## src/rtl/spi_slave_mclk_if.sv

```systemverilog
// SPI pins plus the SoC-side TX/RX handshake of the mclk-domain SPI responder.
// The slave modport is the responder side; the master modport drives both the SPI pins and the SoC strobes.
interface spi_slave_mclk_if #(
  parameter int unsigned WIDTH = 8
);
  logic             sclk;
  logic             cs;
  logic             mosi;
  logic             miso;
  logic             load;
  logic [WIDTH-1:0] data_in;
  logic             read;
  logic [WIDTH-1:0] data_out;
  logic             rx_valid;
  logic             tx_full;
  logic             busy;
  logic             overrun;

  modport slave (
    input  sclk, cs, mosi, load, data_in, read,
    output miso, data_out, rx_valid, tx_full, busy, overrun
  );

  modport master (
    output sclk, cs, mosi, load, data_in, read,
    input  miso, data_out, rx_valid, tx_full, busy, overrun
  );
endinterface

```

## src/rtl/spi_slave_mclk.sv

```systemverilog
// Mode-0, MSB-first SPI responder clocked only by mclk; sclk/cs/mosi are oversampled.
// Provides a 1-deep TX buffer and a 1-deep RX holding register with sticky overrun.
module spi_slave_mclk #(
  parameter int unsigned     WIDTH       = 8,
  parameter int unsigned     SYNC_STAGES = 2,
  parameter logic [WIDTH-1:0] DEFAULT_TX = WIDTH'(8'hFF)
) (
  input logic              mclk,
  input logic              reset,
  spi_slave_mclk_if.slave  bus
);

  localparam int unsigned CNT_W = (WIDTH > 2) ? $clog2(WIDTH) : 1;

  typedef enum logic {
    IDLE   = 1'b0,
    ACTIVE = 1'b1
  } state_e;

  // Input synchronizers; cs resets to its inactive (high) level
  logic [SYNC_STAGES-1:0] sclk_sync_q;
  logic [SYNC_STAGES-1:0] cs_sync_q;
  logic [SYNC_STAGES-1:0] mosi_sync_q;
  logic                   sclk_prev_q;

  always_ff @(posedge mclk or posedge reset) begin
    if (reset) begin
      sclk_sync_q <= '0;
      cs_sync_q   <= '1;
      mosi_sync_q <= '0;
      sclk_prev_q <= 1'b0;
    end else begin
      sclk_sync_q <= {sclk_sync_q[SYNC_STAGES-2:0], bus.sclk};
      cs_sync_q   <= {cs_sync_q[SYNC_STAGES-2:0], bus.cs};
      mosi_sync_q <= {mosi_sync_q[SYNC_STAGES-2:0], bus.mosi};
      sclk_prev_q <= sclk_sync_q[SYNC_STAGES-1];
    end
  end

  logic sclk_s;
  logic cs_s;
  logic mosi_s;
  logic sclk_rise;
  logic sclk_fall;

  assign sclk_s    = sclk_sync_q[SYNC_STAGES-1];
  assign cs_s      = cs_sync_q[SYNC_STAGES-1];
  assign mosi_s    = mosi_sync_q[SYNC_STAGES-1];
  assign sclk_rise = sclk_s & ~sclk_prev_q;
  assign sclk_fall = ~sclk_s & sclk_prev_q;

  state_e             state_q,    state_d;
  logic [CNT_W-1:0]   bit_cnt_q,  bit_cnt_d;
  logic [WIDTH-1:0]   tx_buf_q,   tx_buf_d;
  logic [WIDTH-1:0]   tx_sr_q,    tx_sr_d;
  logic [WIDTH-1:0]   rx_sr_q,    rx_sr_d;
  logic [WIDTH-1:0]   data_out_q, data_out_d;
  logic               miso_q,     miso_d;
  logic               rx_valid_q, rx_valid_d;
  logic               tx_full_q,  tx_full_d;
  logic               busy_q,     busy_d;
  logic               overrun_q,  overrun_d;
  logic [WIDTH-1:0]   tx_next_c;
  logic [WIDTH-1:0]   rx_byte_c;

  always_ff @(posedge mclk or posedge reset) begin
    if (reset) begin
      state_q    <= IDLE;
      bit_cnt_q  <= '0;
      tx_buf_q   <= '0;
      tx_sr_q    <= '0;
      rx_sr_q    <= '0;
      data_out_q <= '0;
      miso_q     <= 1'b0;
      rx_valid_q <= 1'b0;
      tx_full_q  <= 1'b0;
      busy_q     <= 1'b0;
      overrun_q  <= 1'b0;
    end else begin
      state_q    <= state_d;
      bit_cnt_q  <= bit_cnt_d;
      tx_buf_q   <= tx_buf_d;
      tx_sr_q    <= tx_sr_d;
      rx_sr_q    <= rx_sr_d;
      data_out_q <= data_out_d;
      miso_q     <= miso_d;
      rx_valid_q <= rx_valid_d;
      tx_full_q  <= tx_full_d;
      busy_q     <= busy_d;
      overrun_q  <= overrun_d;
    end
  end

  // Next-state and next-output logic; read is applied first so a same-cycle
  // byte completion re-asserts rx_valid, and load is applied last so a
  // same-cycle reload takes the old buffer while tx_full ends up set.
  always_comb begin
    state_d    = state_q;
    bit_cnt_d  = bit_cnt_q;
    tx_buf_d   = tx_buf_q;
    tx_sr_d    = tx_sr_q;
    rx_sr_d    = rx_sr_q;
    data_out_d = data_out_q;
    miso_d     = miso_q;
    rx_valid_d = rx_valid_q;
    tx_full_d  = tx_full_q;
    overrun_d  = overrun_q;
    busy_d     = ~cs_s;
    tx_next_c  = tx_full_q ? tx_buf_q : DEFAULT_TX;
    rx_byte_c  = {rx_sr_q[WIDTH-2:0], mosi_s};

    if (bus.read) begin
      rx_valid_d = 1'b0;
      overrun_d  = 1'b0;
    end

    case (state_q)
      IDLE: begin
        miso_d = 1'b0;
        if (!cs_s) begin
          state_d   = ACTIVE;
          tx_sr_d   = tx_next_c;
          tx_full_d = 1'b0;
          bit_cnt_d = '0;
          rx_sr_d   = '0;
          miso_d    = tx_next_c[WIDTH-1];
        end
      end
      ACTIVE: begin
        if (cs_s) begin
          state_d   = IDLE;
          bit_cnt_d = '0;
          tx_sr_d   = '0;
          rx_sr_d   = '0;
          miso_d    = 1'b0;
        end else if (sclk_rise) begin
          rx_sr_d   = rx_byte_c;
          bit_cnt_d = bit_cnt_q + CNT_W'(1);
          if (bit_cnt_q == CNT_W'(WIDTH - 1)) begin
            bit_cnt_d  = '0;
            data_out_d = rx_byte_c;
            rx_valid_d = 1'b1;
            if (rx_valid_q && !bus.read) begin
              overrun_d = 1'b1;
            end
          end
        end else if (sclk_fall) begin
          if (bit_cnt_q != '0) begin
            tx_sr_d = tx_sr_q << 1;
            miso_d  = tx_sr_q[WIDTH-2];
          end else begin
            // Byte boundary with cs still low: start the next byte
            tx_sr_d   = tx_next_c;
            tx_full_d = 1'b0;
            miso_d    = tx_next_c[WIDTH-1];
          end
        end
      end
      default: begin
        state_d = IDLE;
      end
    endcase

    if (bus.load) begin
      tx_buf_d  = bus.data_in;
      tx_full_d = 1'b1;
    end
  end

  assign bus.miso     = miso_q;
  assign bus.data_out = data_out_q;
  assign bus.rx_valid = rx_valid_q;
  assign bus.tx_full  = tx_full_q;
  assign bus.busy     = busy_q;
  assign bus.overrun  = overrun_q;

endmodule

```

## src/flat_wrapper.sv

```systemverilog
// flat-port wrapper written by rule: the top's interface ports become plain ports
module spi_slave_mclk_flat 
#(
  parameter int unsigned     WIDTH       = 8,
  parameter int unsigned     SYNC_STAGES = 2,
  parameter logic [WIDTH-1:0] DEFAULT_TX = WIDTH'(8'hFF)
)
  (mclk, reset, bus_sclk, bus_cs, bus_mosi, bus_load, bus_data_in, bus_read, bus_miso, bus_data_out, bus_rx_valid, bus_tx_full, bus_busy, bus_overrun);
  spi_slave_mclk_if #(.WIDTH(WIDTH)) bus_i ();
  input logic mclk;
  input logic reset;
  input wire logic [$bits(bus_i.sclk)-1:0] bus_sclk;
  input wire logic [$bits(bus_i.cs)-1:0] bus_cs;
  input wire logic [$bits(bus_i.mosi)-1:0] bus_mosi;
  input wire logic [$bits(bus_i.load)-1:0] bus_load;
  input wire logic [$bits(bus_i.data_in)-1:0] bus_data_in;
  input wire logic [$bits(bus_i.read)-1:0] bus_read;
  output wire logic [$bits(bus_i.miso)-1:0] bus_miso;
  output wire logic [$bits(bus_i.data_out)-1:0] bus_data_out;
  output wire logic [$bits(bus_i.rx_valid)-1:0] bus_rx_valid;
  output wire logic [$bits(bus_i.tx_full)-1:0] bus_tx_full;
  output wire logic [$bits(bus_i.busy)-1:0] bus_busy;
  output wire logic [$bits(bus_i.overrun)-1:0] bus_overrun;
  assign bus_i.sclk = bus_sclk;
  assign bus_i.cs = bus_cs;
  assign bus_i.mosi = bus_mosi;
  assign bus_i.load = bus_load;
  assign bus_i.data_in = bus_data_in;
  assign bus_i.read = bus_read;
  assign bus_miso = bus_i.miso;
  assign bus_data_out = bus_i.data_out;
  assign bus_rx_valid = bus_i.rx_valid;
  assign bus_tx_full = bus_i.tx_full;
  assign bus_busy = bus_i.busy;
  assign bus_overrun = bus_i.overrun;
  spi_slave_mclk #(.WIDTH(WIDTH), .SYNC_STAGES(SYNC_STAGES), .DEFAULT_TX(DEFAULT_TX)) u_core (.mclk(mclk), .reset(reset), .bus(bus_i));
endmodule
```

## config.mk

```make
export PLATFORM = sky130hd
export DESIGN_NAME = spi_slave_mclk_flat
export DESIGN_NICKNAME = d
export VERILOG_FILES = /design/src/rtl/spi_slave_mclk_if.sv /design/src/rtl/spi_slave_mclk.sv /design/src/flat_wrapper.sv
export SDC_FILE = /design/constraint.sdc
export NUM_CORES = 1
export LEC_CHECK = 0
export ABC_AREA = 1
export BUFFER_PORTS_ARGS = -buffer_cell sky130_fd_sc_hd__buf_2
export CORE_ASPECT_RATIO = 1.4
export CORE_UTILIZATION = 28
export DETAILED_ROUTE_END_ITERATION = 12
export SKIP_CTS_REPAIR_TIMING = 1
export SLEW_MARGIN = 20
export SYNTH_ARGS = -nofsm -noshare
export SYNTH_HDL_FRONTEND = slang
export SYNTH_SLANG_ARGS = --single-unit
```

## constraint.sdc

```tcl
create_clock -name mclk -period 2 [get_ports mclk]
set_clock_uncertainty 0.15 [all_clocks]
set_input_delay 0.2 -clock mclk [delete_from_list [all_inputs] [get_ports mclk]]
set_output_delay 0.2 -clock mclk [all_outputs]
set_load 0.02 [all_outputs]
```

After elaboration in Yosys (flattened, before gate mapping)
Cells that the tools add are included.
{"block": "totals", "register_bits": 46, "in_bits": 15, "out_inout_bits": 13}
{"block": "op_classes", "add_sub_neg": 1, "n_eq_ne": 10, "n_mux": 41, "bitwise": 6, "n_reduce_logical": 8}
{"op": "2-to-1 mux 7 bit", "n": 8}
{"op": "one-hot mux 7 bit (2 select lines)", "n": 2}
{"op": "2-to-1 mux 1 bit", "n": 23}
{"op": "2-to-1 mux 3 bit", "n": 4}
{"op": "inequality test 3 bit (second input constant)", "n": 4}
{"op": "2-to-1 mux 8 bit", "n": 1}
{"op": "inequality test 3 x 1 -> 1 bit (second input constant)", "n": 2}
{"op": "inequality test 3 x 2 -> 1 bit (second input constant)", "n": 2}
{"op": "one-hot mux 3 bit (2 select lines)", "n": 1}
{"op": "AND reduction 5 bit", "n": 1}
{"op": "NOT 1 bit", "n": 4}
{"op": "one-hot mux 1 bit (2 select lines)", "n": 2}
{"op": "AND reduction 2 bit", "n": 2}
{"op": "AND reduction 4 bit", "n": 1}
{"op": "adder 3 x 1 -> 3 bit (second input constant)", "n": 1}
{"op": "equality test 3 bit (second input constant)", "n": 1}
{"op": "AND reduction 3 bit", "n": 1}
{"op": "nonzero test 3 bit", "n": 1}
{"op": "AND 1 bit", "n": 2}
{"op": "inequality test 2 bit (second input constant)", "n": 1}
{"op": "logical AND 1 bit", "n": 1}
{"op": "logical NOT 1 bit", "n": 1}

Depth between registers and ports, before layout
{"block": "depth", "word_depth": 7, "depth_mapped": 8, "ltp_nobuf": 8}

Worst setup path after synthesis
No wires, ideal clock.
{"block": "synth_timing", "path_kind": "reg-to-reg", "from": "register u_core.bit_cnt_q[0]", "to": "register u_core.tx_sr_q[1]", "setup_ns": 0.077, "arrival_time_ns": 1.190, "required_time_ns": 1.773, "setup_slack_ns": 0.583, "path_stages_with_launch": 9, "period_less_slack_ns": 1.417, "path_cell_list": "dfrtp_1 > inv_1 > ha_1 > inv_1 > nor2_2 > nand2_4 > nand2_4 > nand2_1 > a21oi_1"}
{"block": "synth_via", "elab_chain_len": 6}
{"item": "start, declared", "line": "spi_slave_mclk.sv:53", "text": "logic [CNT_W-1:0] bit_cnt_q, bit_cnt_d;"}
{"item": "start signal, assigned", "line": "spi_slave_mclk.sv:81", "text": "bit_cnt_q <= bit_cnt_d;"}
{"item": "nonzero test 3 bit", "line": "spi_slave_mclk.sv:148", "text": "if (bit_cnt_q != '0) begin"}
{"item": "2-to-1 mux 7 bit", "line": "spi_slave_mclk.sv:148"}
{"item": "2-to-1 mux 7 bit", "line": "spi_slave_mclk.sv:147", "text": "end else if (sclk_fall) begin"}
{"item": "2-to-1 mux 7 bit", "line": "spi_slave_mclk.sv:136", "text": "end else if (sclk_rise) begin"}
{"item": "2-to-1 mux 7 bit", "line": "spi_slave_mclk.sv:130", "text": "if (cs_s) begin"}
{"item": "one-hot mux 7 bit (2 select lines)", "line": "spi_slave_mclk.sv:117", "text": "case (state_q)"}
{"item": "end signal, assigned", "line": "spi_slave_mclk.sv:83", "text": "tx_sr_q <= tx_sr_d;"}
{"item": "end, declared", "line": "spi_slave_mclk.sv:55", "text": "logic [WIDTH-1:0] tx_sr_q, tx_sr_d;"}
No other way between the ends. The select of a mux whose other input is x is not followed.
A chain may end at the register's enable or synchronous reset.

Worst setup path after layout
Same ends and word-level chain as after synthesis.

==> results.json <==
{
  "gr-total-overflow": 0,
  "syn_avg_cell_area_um2": 9.819,
  "io_pins": 28,
  "clk_latency_ns": 0.30,
  "hold_path_depth": 3,
  "synth.distinct_cells": 23,
  "grt_max_degree": 31,
  "start_util_pct": 28.88,
  "place.gp.congestion": 0.7249,
  "dp_hpwl_um": 2456,
  "comb_power_share_pct": 10.7,
  "drt-initial-drc-count": 44,
  "synth.top_cell.area_share_pct": 53.72,
  "cts_tree": "done",
  "switchingPower_mw": 0.4533,
  "postRouteAntennaNets": 0,
  "min_path_type": "input port to flop",
  "maxCapViolCount": 0,
  "tns_ns": 0,
  "synth_area_leaders": "dfrtp_1, nand2_1, inv_1",
  "rsz0062_at_grt": "no",
  "grt_pass1_wl_um": 6016,
  "worstPathArrival_ns": 1.67,
  "cts.sinks": 45,
  "synth_edf_count": 0,
  "wl_per_cell_um": 9.901,
  "fin_area_um2": 2451,
  "tightest_slew_ns": 0.6191,
  "drtPass1Iterations": 6,
  "grt_pass1_vias": 1383,
  "via_per_inst": 4.055,
  "crit_fanout": 8,
  "crit_type": "flop to flop",
  "setup_viol": 0,
  "grt_use_met2_pct": 18.49,
  "place_ws_ns": 0.3955,
  "route.detailed.drc": 0,
  "instances_no_fill": 343,
  "switching_share_pct": 24.22,
  "path_clk_slew_ns": 0.08,
  "worstPathRequired_ns": 2.07,
  "finalMaxSlewViolations": 0,
  "synth_commonest_cells": "dfrtp_1, nand2_1, inv_1",
  "relSlewSlack_pct": 58.67,
  "leakagePower_nw": 1.223,
  "worst_hold_slack_ns": -0.03770,
  "yosysTopAreaCell": "dfrtp_1",
  "core_um2": 6937,
  "status": "finished with violations",
  "cts_max_level": 2,
  "p_int_mw": 1.418,
  "ys_seq_area_share_pct": 56.34,
  "synth-main-ff-cell": "dfrtp_1",
  "post-route-min-period_ns": 1.597,
  "clockPowerShare_pct": 36.3,
  "drive_above_1_share_pct": 25.81,
  "cts_root_buf": "clkbuf_8",
  "vdd_drop_max_v": 0.0004003,
  "gr-usage-met1_pct": 11.65,
  "synth_nets": 223,
  "numPortBuffers": 27,
  "fp.dieArea_um2": 7501,
  "violations": "hold timing",
  "use_met3_pct": 2.959,
  "numCtsBuffers": 5,
  "area_growth_pct": 22.36,
  "cp-start-kind": "flop",
  "antenna_found_initial": 0,
  "setup_ws_ns": 0.4032,
  "fp.dieW_um": 73.49,
  "grt-busiest-layer": "met2",
  "fp.dieH_um": 102.1,
  "row_count": 36,
  "layout.nets": 266,
  "hold_violations": 2,
  "yosysWarnings": 0,
  "drt_wl_total_um": 3396,
  "end_kind": "flop",
  "clock_path_buffers": 2,
  "timing.final.crit_share_pct": 79.84,
  "routed-via-count": 1391,
  "yosysMostFrequentCell": "dfrtp_1",
  "power_frac_seq_pct": 53.0,
  "power_density_nw_per_um2": 763.5,
  "synthCells": 204,
  "async_flop_share_pct": 100.0,
  "track_usage_pct": 10.48,
  "dp.cells": 324,
  "ys_ff_latch": 45,
  "fmax_ghz": 0.6263,
  "ff2ff_path_depth": 8,
  "num-fill-cells": 756,
  "syn-cell-area_um2": 2003,
  "antennaDiodeCount": 0,
  "placed_area_um2": 2230
}
[power by group through the flow]
stage                     logic (mW)  registers (mW)  clock network [mW]
after global routing           0.234           0.999               0.741
after floorplan                0.137            1.01                   0
after detailed placement       0.189            1.01                   0
after CTS                      0.190           0.993               0.713
final                          0.200           0.992               0.679
after global placement         0.185            1.01                   0
[flip-flops by register name, indices dropped and copies added, names as in the netlist, 2 cells and up]
signal               flops
u_core.mosi_sync_q       2
u_core.sclk_sync_q       2
u_core.rx_sr_q           7
u_core.bit_cnt_q         3
u_core.tx_sr_q           7
u_core.tx_buf_q          8
u_core.cs_sync_q         2
u_core.bus.data_out      8
[critical path: stages (launching register included)]
cell,delay [ns]
dfrtp_1,0.39
inv_1,0.09
ha_1,0.14
inv_1,0.04
nor2_2,0.29
nand2_4,0.10
nand2_4,0.11
nand2_1,0.06
a21oi_1,0.14
[layout by cell type, fill, tap and decap left out, types with 2 or more instances in the layout]
master	Yosys	layout
a21oi_1	14	14
buf_2	0	27
buf_4	0	3
clkbuf_8	0	5
dfrtp_1	43	43
dfstp_2	2	2
dlygate4sd3_1	0	11
ha_1	4	4
inv_1	27	26
inv_2	1	2
nand2_1	37	37
nand2_2	3	3
nand2_4	7	7
nand3_1	9	9
nor2_1	18	18
o21ai_0	12	12
o21ai_2	8	8
o22ai_1	8	8
[area by class of cell]
class                   count  area [um2]  share of cell area [%]
flip-flops and latches     45        1129                   46.04
clock buffers               6       72.57                   2.961
inverters                  29       111.4                   4.543
clock inverters             2       38.79                   1.582
multi-input cells         125       713.2                   29.10
well taps                  95       118.9                   4.849
repair buffers             41       267.8                   10.92
[logic make-up (layout without fill, tap and decap cells)]
logic type	after synthesis	in the layout	share of synthesized area [%]
flops	45	45	56.34
buf+inv	34	78	8.058
fa+ha+maj	4	4	2.499
compound gates	44	44	13.80
simple gates	77	77	19.30
[per-layer routing]
metal | vias to the layer above | share of wire, %
met3 | 7 | 3.5
met5 | - | 0
li1 | 731 | -
met4 | 0 | 1.9
met2 | 26 | 49
met1 | 627 | 45
[per-stage QoR]
step | total power [mW] | util, %
after global routing | 1.975 | 35.34
after CTS | 1.895 | 33.75
after floorplan | 1.145 | -
final | 1.872 | 35.34
after global placement | 1.194 | 32.14
after detailed placement | 1.200 | 32.14
[final timing paths]
path,slack (ns),startpoint,end
setup reg to reg,0.40,u_core.bit_cnt_q[0],u_core.tx_sr_q[1]
max in group asynchronous,0.75,reset,u_core.tx_sr_q[1]
setup / recovery,0.40,u_core.bit_cnt_q[0],u_core.tx_sr_q[1]
hold reg to reg,0.20,u_core.mosi_sync_q[0],u_core.mosi_sync_q[1]
hold / removal,-0.04,bus_data_in[5],u_core.tx_buf_q[5]
min in group asynchronous,0.37,reset,u_core.bus.data_out[7]
(Power assumes the default switching activity.)
